--- config.mk ---
export PLATFORM = sky130hd
export DESIGN_NAME = vga_scan_gen_flat
export DESIGN_NICKNAME = d
export VERILOG_FILES = /design/src/rtl/vga_scan_gen_if.sv /design/src/rtl/vga_scan_gen.sv /design/src/flat_wrapper.sv
export SDC_FILE = /design/constraint.sdc
export NUM_CORES = 1
export LEC_CHECK = 0
export ABC_CLOCK_PERIOD_IN_PS = 2700
export CAP_MARGIN = 10
export CORE_UTILIZATION = 30
export CTS_CLUSTER_DIAMETER = 150
export DETAILED_ROUTE_END_ITERATION = 8
export SLEW_MARGIN = 30
export SYNTH_ARGS = -nofsm -noshare
export SYNTH_HDL_FRONTEND = slang
export SYNTH_SLANG_ARGS = --single-unit
--- constraint.sdc ---
create_clock -name vclock -period 2.7 [get_ports vclock]
set_input_delay 0.405 -clock vclock [delete_from_list [all_inputs] [get_ports vclock]]
set_output_delay 0.405 -clock vclock [all_outputs]
set_load 0.1 [all_outputs]
--- src/rtl/vga_scan_gen_if.sv ---
// Scan-generator port bundle: run request in, timing, fetch requests and
// latency-matched timing copies out.
interface vga_scan_gen_if #(
  parameter int LOG_HCOUNT = 10,
  parameter int LOG_VCOUNT = 10,
  parameter int LOG_PPW    = 1
);
  logic                             run;
  logic                             busy;
  logic [LOG_HCOUNT-1:0]            hcount;
  logic [LOG_VCOUNT-1:0]            vcount;
  logic                             frame_start;
  logic                             frame_done;
  logic                             hsync;
  logic                             vsync;
  logic                             blank;
  logic                             fetch_req;
  logic [LOG_HCOUNT-LOG_PPW-1:0]    fetch_word;
  logic [LOG_VCOUNT-1:0]            fetch_line;
  logic                             del_hsync;
  logic                             del_vsync;
  logic                             del_blank;
  logic [LOG_PPW-1:0]               del_sub;

  modport master (
    input  run,
    output busy, hcount, vcount, frame_start, frame_done,
    output hsync, vsync, blank, fetch_req, fetch_word, fetch_line,
    output del_hsync, del_vsync, del_blank, del_sub
  );

  modport slave (
    output run,
    input  busy, hcount, vcount, frame_start, frame_done,
    input  hsync, vsync, blank, fetch_req, fetch_word, fetch_line,
    input  del_hsync, del_vsync, del_blank, del_sub
  );
endinterface

--- src/rtl/vga_scan_gen.sv ---
// Parametrised VGA scan generator: counters, registered sync/blank/fetch decode,
// memory-latency-matched delay line, and a run/drain FSM that stops on frame ends.
module vga_scan_gen #(
  parameter int H_ACTIVE   = 640,
  parameter int H_FP       = 16,
  parameter int H_SYNC     = 96,
  parameter int H_BP       = 48,
  parameter int V_ACTIVE   = 480,
  parameter int V_FP       = 11,
  parameter int V_SYNC     = 2,
  parameter int V_BP       = 31,
  parameter int SYNC_POL   = 0,
  parameter int DELAY      = 7,
  parameter int LOG_PPW    = 1,
  parameter int LOG_HCOUNT = 10,
  parameter int LOG_VCOUNT = 10
) (
  input  logic           vclock,
  input  logic           reset,
  vga_scan_gen_if.master scan
);
  localparam int H_TOTAL = H_ACTIVE + H_FP + H_SYNC + H_BP;
  localparam int V_TOTAL = V_ACTIVE + V_FP + V_SYNC + V_BP;
  localparam int FW      = LOG_HCOUNT - LOG_PPW;

  localparam logic [LOG_HCOUNT-1:0] H_LAST   = LOG_HCOUNT'(H_TOTAL - 1);
  localparam logic [LOG_HCOUNT-1:0] H_ACT    = LOG_HCOUNT'(H_ACTIVE);
  localparam logic [LOG_HCOUNT-1:0] HS_START = LOG_HCOUNT'(H_ACTIVE + H_FP);
  localparam logic [LOG_HCOUNT-1:0] HS_END   = LOG_HCOUNT'(H_ACTIVE + H_FP + H_SYNC);
  localparam logic [LOG_VCOUNT-1:0] V_LAST   = LOG_VCOUNT'(V_TOTAL - 1);
  localparam logic [LOG_VCOUNT-1:0] V_ACT    = LOG_VCOUNT'(V_ACTIVE);
  localparam logic [LOG_VCOUNT-1:0] VS_START = LOG_VCOUNT'(V_ACTIVE + V_FP);
  localparam logic [LOG_VCOUNT-1:0] VS_END   = LOG_VCOUNT'(V_ACTIVE + V_FP + V_SYNC);

  localparam logic SYNC_OFF = (SYNC_POL == 0);
  localparam logic SYNC_ON  = !SYNC_OFF;

  typedef enum logic [1:0] {S_IDLE, S_RUN, S_DRAIN} state_t;

  // One delay-line stage: everything the pixel path needs alongside returned data.
  typedef struct packed {
    logic               hs;
    logic               vs;
    logic               blank;
    logic [LOG_PPW-1:0] sub;
  } tap_t;

  localparam tap_t TAP_RESET = {SYNC_OFF, SYNC_OFF, 1'b1, {LOG_PPW{1'b0}}};

  state_t                state_reg, state_next;
  logic [LOG_HCOUNT-1:0] hcount_reg, hcount_next;
  logic [LOG_VCOUNT-1:0] vcount_reg, vcount_next;
  logic                  h_last, v_last, frame_done_c;
  logic                  blank_c, hsync_c, vsync_c, fetch_c;

  logic                  hsync_reg, vsync_reg, blank_reg, fetch_req_reg;
  logic [FW-1:0]         fetch_word_reg;
  logic [LOG_VCOUNT-1:0] fetch_line_reg;
  logic [LOG_PPW-1:0]    sub_reg;
  tap_t                  tap_pipe_reg [DELAY];

  always_comb begin
    h_last       = (hcount_reg == H_LAST);
    v_last       = (vcount_reg == V_LAST);
    frame_done_c = (state_reg != S_IDLE) && h_last && v_last;

    state_next = state_reg;
    case (state_reg)
      S_IDLE:  if (scan.run) state_next = S_RUN;
      S_RUN:   if (!scan.run) state_next = S_DRAIN;
      // A renewed run request cancels the pending stop without touching the counts.
      S_DRAIN: if (scan.run) state_next = S_RUN;
               else if (frame_done_c) state_next = S_IDLE;
      default: state_next = S_IDLE;
    endcase

    hcount_next = '0;
    vcount_next = '0;
    if (state_reg != S_IDLE) begin
      if (h_last) begin
        hcount_next = '0;
        vcount_next = v_last ? '0 : vcount_reg + 1'b1;
      end else begin
        hcount_next = hcount_reg + 1'b1;
        vcount_next = vcount_reg;
      end
    end

    blank_c = (state_reg == S_IDLE) || (hcount_reg >= H_ACT) || (vcount_reg >= V_ACT);
    hsync_c = (state_reg != S_IDLE) && (hcount_reg >= HS_START) && (hcount_reg < HS_END);
    vsync_c = (state_reg != S_IDLE) && (vcount_reg >= VS_START) && (vcount_reg < VS_END);
    fetch_c = !blank_c && (hcount_reg[LOG_PPW-1:0] == '0);
  end

  always_ff @(posedge vclock or posedge reset) begin
    if (reset) begin
      state_reg      <= S_IDLE;
      hcount_reg     <= '0;
      vcount_reg     <= '0;
      hsync_reg      <= SYNC_OFF;
      vsync_reg      <= SYNC_OFF;
      blank_reg      <= 1'b1;
      fetch_req_reg  <= 1'b0;
      fetch_word_reg <= '0;
      fetch_line_reg <= '0;
      sub_reg        <= '0;
    end else begin
      state_reg      <= state_next;
      hcount_reg     <= hcount_next;
      vcount_reg     <= vcount_next;
      hsync_reg      <= hsync_c ? SYNC_ON : SYNC_OFF;
      vsync_reg      <= vsync_c ? SYNC_ON : SYNC_OFF;
      blank_reg      <= blank_c;
      fetch_req_reg  <= fetch_c;
      fetch_word_reg <= hcount_reg[LOG_HCOUNT-1:LOG_PPW];
      fetch_line_reg <= vcount_reg;
      sub_reg        <= hcount_reg[LOG_PPW-1:0];
    end
  end

  // Keeps shifting in IDLE so the tail of the final frame still reaches the pixel path.
  always_ff @(posedge vclock or posedge reset) begin
    if (reset) begin
      for (int i = 0; i < DELAY; i++) tap_pipe_reg[i] <= TAP_RESET;
    end else begin
      tap_pipe_reg[0] <= {hsync_reg, vsync_reg, blank_reg, sub_reg};
      for (int i = 1; i < DELAY; i++) tap_pipe_reg[i] <= tap_pipe_reg[i-1];
    end
  end

  assign scan.busy        = (state_reg != S_IDLE);
  assign scan.hcount      = hcount_reg;
  assign scan.vcount      = vcount_reg;
  assign scan.frame_start = (state_reg == S_RUN) && (hcount_reg == '0) && (vcount_reg == '0);
  assign scan.frame_done  = frame_done_c;
  assign scan.hsync       = hsync_reg;
  assign scan.vsync       = vsync_reg;
  assign scan.blank       = blank_reg;
  assign scan.fetch_req   = fetch_req_reg;
  assign scan.fetch_word  = fetch_word_reg;
  assign scan.fetch_line  = fetch_line_reg;
  assign scan.del_hsync   = tap_pipe_reg[DELAY-1].hs;
  assign scan.del_vsync   = tap_pipe_reg[DELAY-1].vs;
  assign scan.del_blank   = tap_pipe_reg[DELAY-1].blank;
  assign scan.del_sub     = tap_pipe_reg[DELAY-1].sub;
endmodule

--- src/flat_wrapper.sv ---
// flat-port wrapper written by rule: the top's interface ports become plain ports
module vga_scan_gen_flat 
#(
  parameter int H_ACTIVE   = 640,
  parameter int H_FP       = 16,
  parameter int H_SYNC     = 96,
  parameter int H_BP       = 48,
  parameter int V_ACTIVE   = 480,
  parameter int V_FP       = 11,
  parameter int V_SYNC     = 2,
  parameter int V_BP       = 31,
  parameter int SYNC_POL   = 0,
  parameter int DELAY      = 7,
  parameter int LOG_PPW    = 1,
  parameter int LOG_HCOUNT = 10,
  parameter int LOG_VCOUNT = 10
)
  (vclock, reset, scan_run, scan_busy, scan_hcount, scan_vcount, scan_frame_start, scan_frame_done, scan_hsync, scan_vsync, scan_blank, scan_fetch_req, scan_fetch_word, scan_fetch_line, scan_del_hsync, scan_del_vsync, scan_del_blank, scan_del_sub);
  vga_scan_gen_if #(.LOG_HCOUNT(LOG_HCOUNT), .LOG_VCOUNT(LOG_VCOUNT), .LOG_PPW(LOG_PPW)) scan_i ();
  input  logic vclock;
  input  logic reset;
  input wire logic [$bits(scan_i.run)-1:0] scan_run;
  output wire logic [$bits(scan_i.busy)-1:0] scan_busy;
  output wire logic [$bits(scan_i.hcount)-1:0] scan_hcount;
  output wire logic [$bits(scan_i.vcount)-1:0] scan_vcount;
  output wire logic [$bits(scan_i.frame_start)-1:0] scan_frame_start;
  output wire logic [$bits(scan_i.frame_done)-1:0] scan_frame_done;
  output wire logic [$bits(scan_i.hsync)-1:0] scan_hsync;
  output wire logic [$bits(scan_i.vsync)-1:0] scan_vsync;
  output wire logic [$bits(scan_i.blank)-1:0] scan_blank;
  output wire logic [$bits(scan_i.fetch_req)-1:0] scan_fetch_req;
  output wire logic [$bits(scan_i.fetch_word)-1:0] scan_fetch_word;
  output wire logic [$bits(scan_i.fetch_line)-1:0] scan_fetch_line;
  output wire logic [$bits(scan_i.del_hsync)-1:0] scan_del_hsync;
  output wire logic [$bits(scan_i.del_vsync)-1:0] scan_del_vsync;
  output wire logic [$bits(scan_i.del_blank)-1:0] scan_del_blank;
  output wire logic [$bits(scan_i.del_sub)-1:0] scan_del_sub;
  assign scan_i.run = scan_run;
  assign scan_busy = scan_i.busy;
  assign scan_hcount = scan_i.hcount;
  assign scan_vcount = scan_i.vcount;
  assign scan_frame_start = scan_i.frame_start;
  assign scan_frame_done = scan_i.frame_done;
  assign scan_hsync = scan_i.hsync;
  assign scan_vsync = scan_i.vsync;
  assign scan_blank = scan_i.blank;
  assign scan_fetch_req = scan_i.fetch_req;
  assign scan_fetch_word = scan_i.fetch_word;
  assign scan_fetch_line = scan_i.fetch_line;
  assign scan_del_hsync = scan_i.del_hsync;
  assign scan_del_vsync = scan_i.del_vsync;
  assign scan_del_blank = scan_i.del_blank;
  assign scan_del_sub = scan_i.del_sub;
  vga_scan_gen #(.H_ACTIVE(H_ACTIVE), .H_FP(H_FP), .H_SYNC(H_SYNC), .H_BP(H_BP), .V_ACTIVE(V_ACTIVE), .V_FP(V_FP), .V_SYNC(V_SYNC), .V_BP(V_BP), .SYNC_POL(SYNC_POL), .DELAY(DELAY), .LOG_PPW(LOG_PPW), .LOG_HCOUNT(LOG_HCOUNT), .LOG_VCOUNT(LOG_VCOUNT)) u_core (.vclock(vclock), .reset(reset), .scan(scan_i));
endmodule
==> run summary, run 1 <==
DR vias/cell -> 4.603
Largest net degree at the start of global routing -> 49
Final GP Congestion -> 0.8200
Fillers -> 799
Commonest cells after routing, fill and taps aside -> buf_4, dfrtp_1, dfstp_2
Syn Nets -> 202
Num ports -> 53
Vias in the first global route -> 1,727
IO buf count -> 52
Dpl hpwl -> 3644 um
Hold slack -> 345.4 ps
Setup crit end kind -> output pin
Initial Util -> 31.53%
Tot GR Track Use -> 13.45%
Pins Over Slew Limit -> 0
Post-route ant nets -> 0
Crit. Startpoint -> u_core.scan.hcount[1]$_DFF_PP0_
Die area -> 9145 um^2
Worst setup SP type -> flip-flop
Area Overhead vs Synth -> 34.63%
Share of cells above drive strength 1 -> 48.51%
RR Startpoint -> u_core.scan.hcount[6]$_DFF_PP0_
HP Start -> u_core.tap_pipe_reg[24]$_DFF_PP0_
Antenna Cells -> 0
Final nets -> 271
First-pass GRT wire length -> 8832 um
Skew-Pair Late Insertion Delay -> 350 ps
Crit path time final -> 2742 ps
Detailed Route WL -> 5447 um
CTS tree -> yes
Number of flip-flops in the largest register -> 24
Final worst setup slack -> -42.27 ps
Cell taking the most area after synthesis -> dfrtp_1
Clock buffer depth -> 2
Share of Yosys cell area claimed by the top area cell type -> 47.57%
CTS Root Cell -> clkbuf_8
Critical path class -> flip-flop to output pin
Hold WC Path Type -> flip-flop to flip-flop
Rows -> 33
Vias -> 1,717
F_max -> 364.7 MHz
Clk slew on worst S/H paths -> 80 ps
Yosys cell types -> 36
Post-Synthesis Cell Area -> 2630 um^2
# setup viols final -> 1
Violated checks -> setup timing
CTS Sinks -> 74
GRT overflow -> 0
Syn_area_per_cell -> 13.56 um^2
Commonest non-fill, non-tap cell in the layout -> buf_4
Die H -> 95.63 um
Status -> finished, violations left
CP Max Fanout -> 2
Pre-antenna DRT Iters -> 4
Cts bufs inserted -> 9
Routed wire per std cell -> 14.60 um
CTS Hold Bufs -> 0
H-tree depth -> 3
Ys Warns -> 0
Die Width -> 95.63 um
RSZ-0062 raised after global routing -> yes
Post-route DRC -> 0
Setup Total Neg Slack -> -42.27 ps
Static leakage -> 1.598 nW
Post-Place Setup Slack -> 139.0 ps
Final Hold Viols -> 0
CP arrival -> 2340 ps
PD cells -> 721.4 nW/um^2
DR iter-0 viols -> 35
Area contributors post-synth -> dfrtp_1, dfstp_2, nand3_1, ha_1, nor2_1
Clk_skew -> 11.95 ps
Worst-Margin Slew -> 771.6 ps
Register bit total from synthesis -> 74
Post-synthesis sequential area ratio -> 71.55%
Worst Path Required -> 2300 ps
Slew Limit Headroom -> 48.40%
Core Box Area -> 8341 um^2
Initial antenna violation count -> 0
Max VDD drop -> 0.5642 mV
Gate Count Post-Synth -> 194
Max_cap viols -> 0
Period utilization -> 101.6%
==> timing repair <==
action / 4_1_cts / 5_1_grt
setup endpoints to repair: 1 / 2
setup buffers: 1 / 1
resized for setup: 0 / 1
pin swaps: 1 / 1
==> path summary, 6_finish.rpt <==
kind / to / slack [ps] / cells after the start
max: scan_frame_start / -40 / 6
min reg2reg: u_core.tap_pipe_reg[20]$_DFF_PP0_ / 350 / 0
max in group asynchronous: u_core.tap_pipe_reg[27]$_DFF_PP1_ / 1640 / 3
max reg2reg: u_core.scan.vcount[9]$_DFFE_PP0P_ / 600 / 4
min: u_core.tap_pipe_reg[20]$_DFF_PP0_ / 350 / 0
min in group asynchronous: u_core.scan.vcount[9]$_DFFE_PP0P_ / 390 / 2
==> kinds of logic after synthesis <==
kind of cell    share of synthesized area [%]
flops                                   71.55
xor+xnor                                2.997
fa+ha+maj                               2.379
compound gates                          4.853
buf+inv                                 1.332
mux                                     1.142
simple gates                            15.75
==> stage by stage <==
stage | power, mW | area, um^2 | instances | utilization (%)
finish | 2.554 | 3541 | 373 | 42.45
global route | 2.665 | 3541 | 373 | 42.45
CTS | 2.588 | 3528 | 372 | 42.30
detailed placement | 1.634 | 3301 | 355 | 39.57
global placement | 1.631 | 3301 | 355 | 39.57
floorplan | 1.528 | 2705 | 194 | -
==> layout make-up <==
class                           count  area (um^2)  share of cell area, %
Clock buffer                       11        141.4                  3.993
Tap cell                          105        131.4                  3.710
Clock inverter                      5        78.83                  2.226
Sequential cell                    74         1906                  53.82
Inverter                            6        23.77                 0.6714
Multi-Input combinational cell    111        759.5                  21.45
Timing Repair Buffer               61        500.5                  14.13
==> power breakdown <==
part           leakage (nW)  total, mW  switching, mW  internal [mW]
sequential            0.898       1.20         0.0291           1.17
combinational         0.587      0.412          0.315         0.0973
clock                 0.113      0.940          0.396          0.544
total                  1.60       2.55          0.740           1.81
==> critical path, stage by stage (launching register included) <==
cell	delay (ps)
dfrtp_2	410
inv_2	50
ha_2	140
or4b_4	450
or4b_4	510
nor4_4	220
buf_12	220
==> routing by layer <==
metal  GRT usage, %  part of all wire (%)
met5              0                     0
met1          17.86                    48
met2          19.46                    45
met4          6.219                   1.9
met3          4.944                   5.4
==> synth_stat cells <==
library cell	n
buf_2	1
o2111ai_1	3
nor2b_1	2
mux2i_1	3
a31oi_1	4
nand3_1	15
or4_1	3
clkbuf_1	2
o32ai_1	1
nor3b_1	1
nor2_1	13
nand4_1	5
nand2_1	12
xor2_1	5
o21ai_0	5
or3_1	4
nor4_1	4
or2_2	1
o211ai_1	1
or4_4	1
and3_1	4
ha_1	5
inv_1	6
a21boi_0	1
and4_1	2
dfstp_2	24
o32a_1	1
xnor2_1	4
nand4b_1	1
nand3b_1	1
nand2b_1	1
or4b_2	2
o21a_1	1
and2_1	3
a21oi_1	2
dfrtp_1	50
Note: power is estimated with default switching activity, not from simulation.
==> inputs of run 2 (changes only) <==
ABC_AREA = 1   (was not set)
CAP_MARGIN = not set   (was 10)
GPL_TIMING_DRIVEN = 0   (was not set)
==> run 2 against run 1 <==
- the flow now finishes without violations
- global-route usage decreased by 1.1 points
- cell count increased by 13%
- sequential power about the same
- clock power decreased by 6.7%
- via count increased by 7.8%
- critical path type unchanged
- largest power group unchanged
- highest routed layer unchanged
==> run summary, run 2 <==
F_max -> 399.7 MHz (+9.6%)
WHS Endpoint -> u_core.tap_pipe_reg[24]$_DFF_PP0_
Rows -> 34 (+3.0%)
Area after DPL -> 3428 um^2 (+3.9%)
Post-Synthesis Cell Area -> 2715 um^2 (+3.2%)
Met2 usage -> 18.96% (-0.50 points)
DR iter-0 viols -> 49 (+40%)
Core Box Area -> 8721 um^2 (+4.6%)
Slew Limit Headroom -> 31.85% (-17 points)
Area contributors post-synth -> dfrtp_1, dfstp_2, nand2_1, inv_1, nor2_1
PD cells -> 689.1 nW/um^2 (-4.5%)
Initial Util -> 31.13% (-0.40 points)
Post-layout instance area -> 3628 um^2 (+2.5%)
Post-route ant nets -> 0 (unchanged)
Commonest cells after routing, fill and taps aside -> clkdlybuf4s50_1, nand2_1, dfrtp_1
Most instantiated cells after synthesis -> dfrtp_1, nand2_1, inv_1
Syn_area_per_cell -> 11.04 um^2 (-19%)
CTS Sinks -> 74 (unchanged)
CTS tree -> yes
Met1 Resource Use GR -> 15.77% (-2.1 points)
Ys Warns -> 0 (unchanged)
Register bit total from synthesis -> 74 (unchanged)
Clk_skew -> 11.04 ps (-0.9098 ps)
RSZ-0062 raised after global routing -> no
Routed wire per std cell -> 12.57 um (-14%)
IO buf count -> 52 (unchanged)
Hold path depth -> 0 (unchanged)
GR peak layer -> met2
GRT overflow -> 0 (unchanged)
CP Max Fanout -> 8 (+6)
Final Hold Viols -> 0 (unchanged)
Die Width -> 97.14 um (+1.6%)
Detailed Route WL -> 5318 um (-2.4%)
Number of flip-flops in the largest register -> 24 (unchanged)
CTS Root Cell -> clkbuf_8
Clock buffer depth -> 2 (unchanged)
Met3 usage in global routing -> 4.029% (-0.92 points)
Die H -> 97.14 um (+1.6%)
Yosys cell types -> 26 (-28%)
Switch Pwr -> 782.9 uW (+5.8%)
Die area -> 9435 um^2 (+3.2%)
Clock share of power -> 35.1% (-1.7 points)
Share of cells above drive strength 1 -> 20.32% (-28 points)
Max_cap viols -> 0 (unchanged)
First-pass GRT wire length -> 9004 um (+1.9%)
Status -> finished clean
Seq pwr share -> 48.6% (+1.6 points)
Post-synth EDFFs -> 0 (unchanged)
CTS Hold Bufs -> 0 (unchanged)
Pins Over Slew Limit -> 0 (unchanged)
Antenna Cells -> 0 (unchanged)
Max VDD drop -> 0.4143 mV (-27%)
HP Start -> u_core.sub_reg$_DFF_PP0_
Post-CTS setup repair buffer count -> 0 (-1)
Hold WC Path Type -> flip-flop to flip-flop
Area Overhead vs Synth -> 33.64%
RR Startpoint -> u_core.scan.hcount[0]$_DFF_PP0_
Crit path time final -> 2502 ps (-240.1 ps)
Dpl hpwl -> 3730 um (+2.4%)
Cts bufs inserted -> 9 (unchanged)
Post-route DRC -> 0 (unchanged)
Hold slack -> 353.0 ps (+7.574 ps)
Worst Path Required -> 2300 ps (about the same)
Comb power frac -> 16.4% (+0.3 points)
# setup viols final -> 0 (-1)
Sw Ratio -> 31.31% (+2.3 points)
Tot GR Track Use -> 12.37% (-1.1 points)
CP arrival -> 2100 ps (-240 ps)
Commonest non-fill, non-tap cell in the layout -> clkdlybuf4s50_1
Power Total -> 2.501 mW (-2.1%)
Final GP Congestion -> 0.8404 (+2.5%)
Initial antenna violation count -> 0 (unchanged)
Post-synthesis sequential area ratio -> 69.31% (-2.2 points)
Async SR Flop Fraction -> 100.0% (unchanged)
Largest net degree at the start of global routing -> 39 (-20%)
Setup crit end kind -> output pin
Clk slew on worst S/H paths -> 80 ps (about the same)
Worst R2R End -> u_core.scan.vcount[0]$_DFFE_PP0P_
Internal Power -> 1.718 mW (-5.3%)
H-tree depth -> 3 (unchanged)
Critical path class -> flip-flop to output pin
Primary FF master, synth -> dfrtp_1
R2R Setup Slk -> 1140 ps (+540 ps)
Num ports -> 53 (unchanged)
Share of Yosys cell area claimed by the top area cell type -> 46.08% (-1.5 points)
Vias in the first global route -> 1,901 (+10%)
Worst setup SP type -> flip-flop
Syn Nets -> 254 (+26%)
R2r worst-path depth -> 8 (+4)
Gate Count Post-Synth -> 246 (+27%)
Period utilization -> 92.67% (-8.9 points)
Vias -> 1,851 (+7.8%)
Skew-Pair Late Insertion Delay -> 350 ps (about the same)
Worst-Margin Slew -> 1019 ps (+247.4 ps)
Most frequent cell after synthesis -> dfrtp_1
Cell taking the most area after synthesis -> dfrtp_1
Pre-antenna DRT Iters -> 4 (unchanged)
Final nets -> 318 (+17%)
DR vias/cell -> 4.376 (-4.9%)
Static leakage -> 1.623 nW (+1.5%)
==> run 2: area by class of cell <==
| cell class | instances | area [um^2] |
|---|---|---|
| Sequential cell | 74 | 1891 |
| Timing Repair Buffer | 53 | 539.3 |
| Clock buffer | 11 | 141.4 |
| Multi-Input combinational cell | 137 | 726.9 |
| Clock inverter | 5 | 60.06 |
| Tap cell | 108 | 135.1 |
| Inverter | 35 | 135.1 |
| Fill cell | 836 | 5092 |
==> run 2: power by group through the flow <==
stage               sequential, mW  clock (mW)  combinational (mW)
global placement              1.23           0               0.406
finish                        1.21       0.877               0.410
floorplan                     1.44           0               0.103
global route                  1.22       0.967               0.430
CTS                           1.22       0.907               0.414
detailed placement            1.24           0               0.413
==> run 2: kinds of logic (layout without fill, tap and decap cells) <==
group,Yosys count,after routing,synth area share [%]
buf+inv,35,104,4.885
compound gates,15,15,2.949
xor+xnor,1,1,0.3226
fa+ha+maj,5,5,2.304
simple gates,116,116,20.23
flops,74,74,69.31
==> run 2: repair_timing <==
item,in CTS,in global routing
setup endpoints to repair,2,2
cloned,0,0
gates resized for setup,6,3
==> run 2: how the worst max path moves through the flow <==
stage                                      start                               to  slack, ps  depth (start not counted)
4_1_cts          u_core.state_reg[0]$_DFFE_PP0P_                        scan_busy         20                          3
6_report         u_core.scan.hcount[0]$_DFF_PP0_                 scan_frame_start        200                          7
3_5_place_dp     u_core.scan.hcount[0]$_DFF_PP0_                  scan_frame_done       -120                          6
2_1_floorplan  u_core.scan.vcount[9]$_DFFE_PP0P_                  scan_frame_done       -120                          4
5_1_grt          u_core.scan.hcount[0]$_DFF_PP0_                 scan_frame_start         60                          7
3_3_place_gp                               reset  u_core.scan.hcount[8]$_DFF_PP0_      -1000                          2
==> run 2: worst max-delay path: stages, from the launching register on <==
cell and delay, ps:
dfrtp_2 480, inv_1 80, ha_1 140, nand3b_1 90, nor2_1 120, nand3_1 110
nor3_4 140, clkdlybuf4s15_2 580
==> run 2: per-stage QoR <==
stage	setup TNS [ps]	util, %	instances	worst slack (ps)
6_report	0	41.61	423	197.8
5_1_grt	0	41.61	423	62.24
4_1_cts	0	41.65	423	21.42
3_5_place_dp	-116.1	39.31	407	-115.8
3_3_place_gp	-41910	39.05	406	-1002
2_1_floorplan	-124.1	-	246	-124.1
==> run 2: routing by layer <==
| metal | part of all wire, % | vias up |
|---|---|---|
| met5 | 0 | - |
| met4 | 1.7 | 0 |
| met3 | 4.9 | 9 |
| met2 | 47 | 46 |
| met1 | 47 | 878 |
| li1 | - | 918 |
==> inputs of run 3 (changes only) <==
PLACE_DENSITY_LB_ADDON = 0.1   (was not set)
SKIP_CTS_REPAIR_TIMING = 1   (was not set)
==> run 3 against run 2 <==
- sequential share of layout area is 0.20 points lower
- register-to-register slack worse by 30 ps
- count of clock-buffer cells in the layout is 2 lower
- wire length is 0.51% higher
- critical path depth is 1 lower
- combinational power hardly changed
- core utilization is 0.16 points higher
- highest routed layer unchanged
- worst setup slack worse by 19 ps
==> run summary, run 3 (same netlist as run 2, synthesis figures left out) <==
Status -> finished clean
Num ports -> 53 (unchanged)
Max VDD drop -> 0.4617 mV (+11%)
Fillers -> 858 (+2.6%)
Period utilization -> 93.36% (+0.69 points)
Final nets -> 318 (unchanged)
Static leakage -> 1.632 nW (+0.53%)
DR iter-0 viols -> 40 (-18%)
Final GP Congestion -> 0.7943 (-5.5%)
Clock buffer depth -> 2 (unchanged)
Max_cap viols -> 0 (unchanged)
Setup crit end kind -> output pin
F_max -> 396.7 MHz (-0.74%)
IO buf count -> 52 (unchanged)
Sequential cell area -> 1891 um^2 (unchanged)
Worst Path Required -> 2300 ps (about the same)
Pre-antenna DRT Iters -> 4 (unchanged)
# setup viols final -> 0 (unchanged)
Skew-Pair Late Insertion Delay -> 350 ps (about the same)
Worst-Margin Slew -> 1009 ps (-10.39 ps)
Dpl hpwl -> 3764 um (+0.91%)
Final worst setup slack -> 179.2 ps (-18.62 ps)
First-pass GRT wire length -> 9135 um (+1.5%)
Pins Over Slew Limit -> 0 (unchanged)
Rows -> 34 (unchanged)
Critical path class -> flip-flop to output pin
DR vias/cell -> 4.312 (-1.5%)
Largest net degree at the start of global routing -> 53 (+36%)
Vias -> 1,824 (-1.5%)
Number of flip-flops in the largest register -> 24 (unchanged)
Multi-input logic area -> 726.9 um^2 (unchanged)
Routed wire per std cell -> 12.64 um (+0.51%)
Antenna Cells -> 0 (unchanged)
CTS tree -> yes
Commonest non-fill, non-tap cell in the layout -> clkdlybuf4s50_1
Met3 usage in global routing -> 2.734% (-1.3 points)
GRT overflow -> 0 (unchanged)
Clk slew on worst S/H paths -> 90 ps (about the same)
HP Start -> u_core.sub_reg$_DFF_PP0_
Cts bufs inserted -> 9 (unchanged)
Crit. Startpoint -> u_core.scan.hcount[0]$_DFF_PP0_
GR peak layer -> met2
Vias in the first global route -> 1,797 (-5.5%)
CTS Root Cell -> clkbuf_8
Die H -> 97.14 um (unchanged)
Core Box Area -> 8721 um^2 (unchanged)
Worst setup SP type -> flip-flop
Slew Limit Headroom -> 32.54% (+0.70 points)
Final Hold Viols -> 0 (unchanged)
Post-Place Setup Slack -> -134.1 ps (-18.23 ps)
H-tree depth -> 3 (unchanged)
Initial antenna violation count -> 0 (unchanged)
Clk_skew -> 9.587 ps (-1.452 ps)
Share of cells above drive strength 1 -> 20.63% (+0.32 points)
Power Total -> 2.551 mW (+2.0%)
Commonest cells after routing, fill and taps aside -> clkdlybuf4s50_1, nand2_1, dfrtp_1
Crit path time final -> 2521 ps (+18.62 ps)
Detailed Route WL -> 5345 um (+0.51%)
Area Overhead vs Synth -> 34.15%
Tot GR Track Use -> 12.42% (+0.047 points)
Met1 Resource Use GR -> 17.65% (+1.9 points)
Die Width -> 97.14 um (unchanged)
CTS Sinks -> 74 (unchanged)
Post-route DRC -> 0 (unchanged)
Post-route ant nets -> 0 (unchanged)
Die area -> 9435 um^2 (unchanged)
Met2 usage -> 17.82% (-1.1 points)
Hold WC Path Type -> flip-flop to flip-flop
RR Startpoint -> u_core.scan.hcount[0]$_DFF_PP0_
Initial Util -> 31.13% (unchanged)
CP arrival -> 2120 ps (+20 ps)
CP Max Fanout -> 8 (unchanged)
RSZ-0062 raised after global routing -> no
PD cells -> 700.3 nW/um^2 (+1.6%)
==> run 3: cell types whose count changed in the layout (fill, tap and decap cells not counted), sizes merged <==
cell           delta
clkinv            -1
clkdlybuf4s15     -1
buf               -1
inv               +3
==> run 3: power by group <==
part           internal, mW  leakage [nW]  switching [mW]
Combinational        0.0825         0.604           0.326
Clock                 0.456         0.111           0.471
Sequential             1.18         0.917          0.0396
Total                  1.71          1.63           0.836
==> run 3: through the flow <==
stage                     utilization, %  hold slack (ps)  TNS (ps)  cells  area, um^2
final                              41.76            351.3         0    423        3642
after global routing               41.76            360.5         0    423        3642
after CTS                          41.85            356.7    -970.4    423        3650
after detailed placement           39.40            334.7    -164.1    407        3436
after global placement             39.05            331.8    -45990    406        3406
after floorplan                        -            331.2    -124.1    246        2750
==> run 3: worst max-delay path, cell delays in order, from the launching register on <==
cell	delay, ps
dfrtp_2	480
ha_1	230
nand2_1	80
nor2_1	190
nand2_1	140
nor4_4	150
clkbuf_2	490
==> run 3: layout make-up <==
class / count / share of cell area (%)
clock buffers: 9 / 3.401
inverters: 35 / 3.710
flip-flops and latches: 74 / 51.91
clock inverters: 7 / 2.473
multi-input cells: 137 / 19.96
well taps: 108 / 3.710
repair buffers: 53 / 14.84
==> run 3: final timing paths <==
path                                                     end  slack (ps)  depth (start not counted)
max in group asynchronous   u_core.tap_pipe_reg[9]$_DFF_PP1_        1720                          3
min in group asynchronous  u_core.scan.vcount[4]$_DFFE_PP0P_         380                          2
max                                          scan_frame_done         180                          6
min reg2reg                u_core.tap_pipe_reg[24]$_DFF_PP0_         350                          0
min                        u_core.tap_pipe_reg[24]$_DFF_PP0_         350                          0
max reg2reg                u_core.scan.vcount[0]$_DFFE_PP0P_        1110                          8
==> run 3: metal layers <==
| layer | part of all wire, % | vias to the layer above |
|---|---|---|
| met3 | 3.6 | 11 |
| met1 | 50 | 859 |
| met5 | 0 | - |
| met2 | 44 | 39 |
| met4 | 2.2 | 0 |
| li1 | - | 915 |
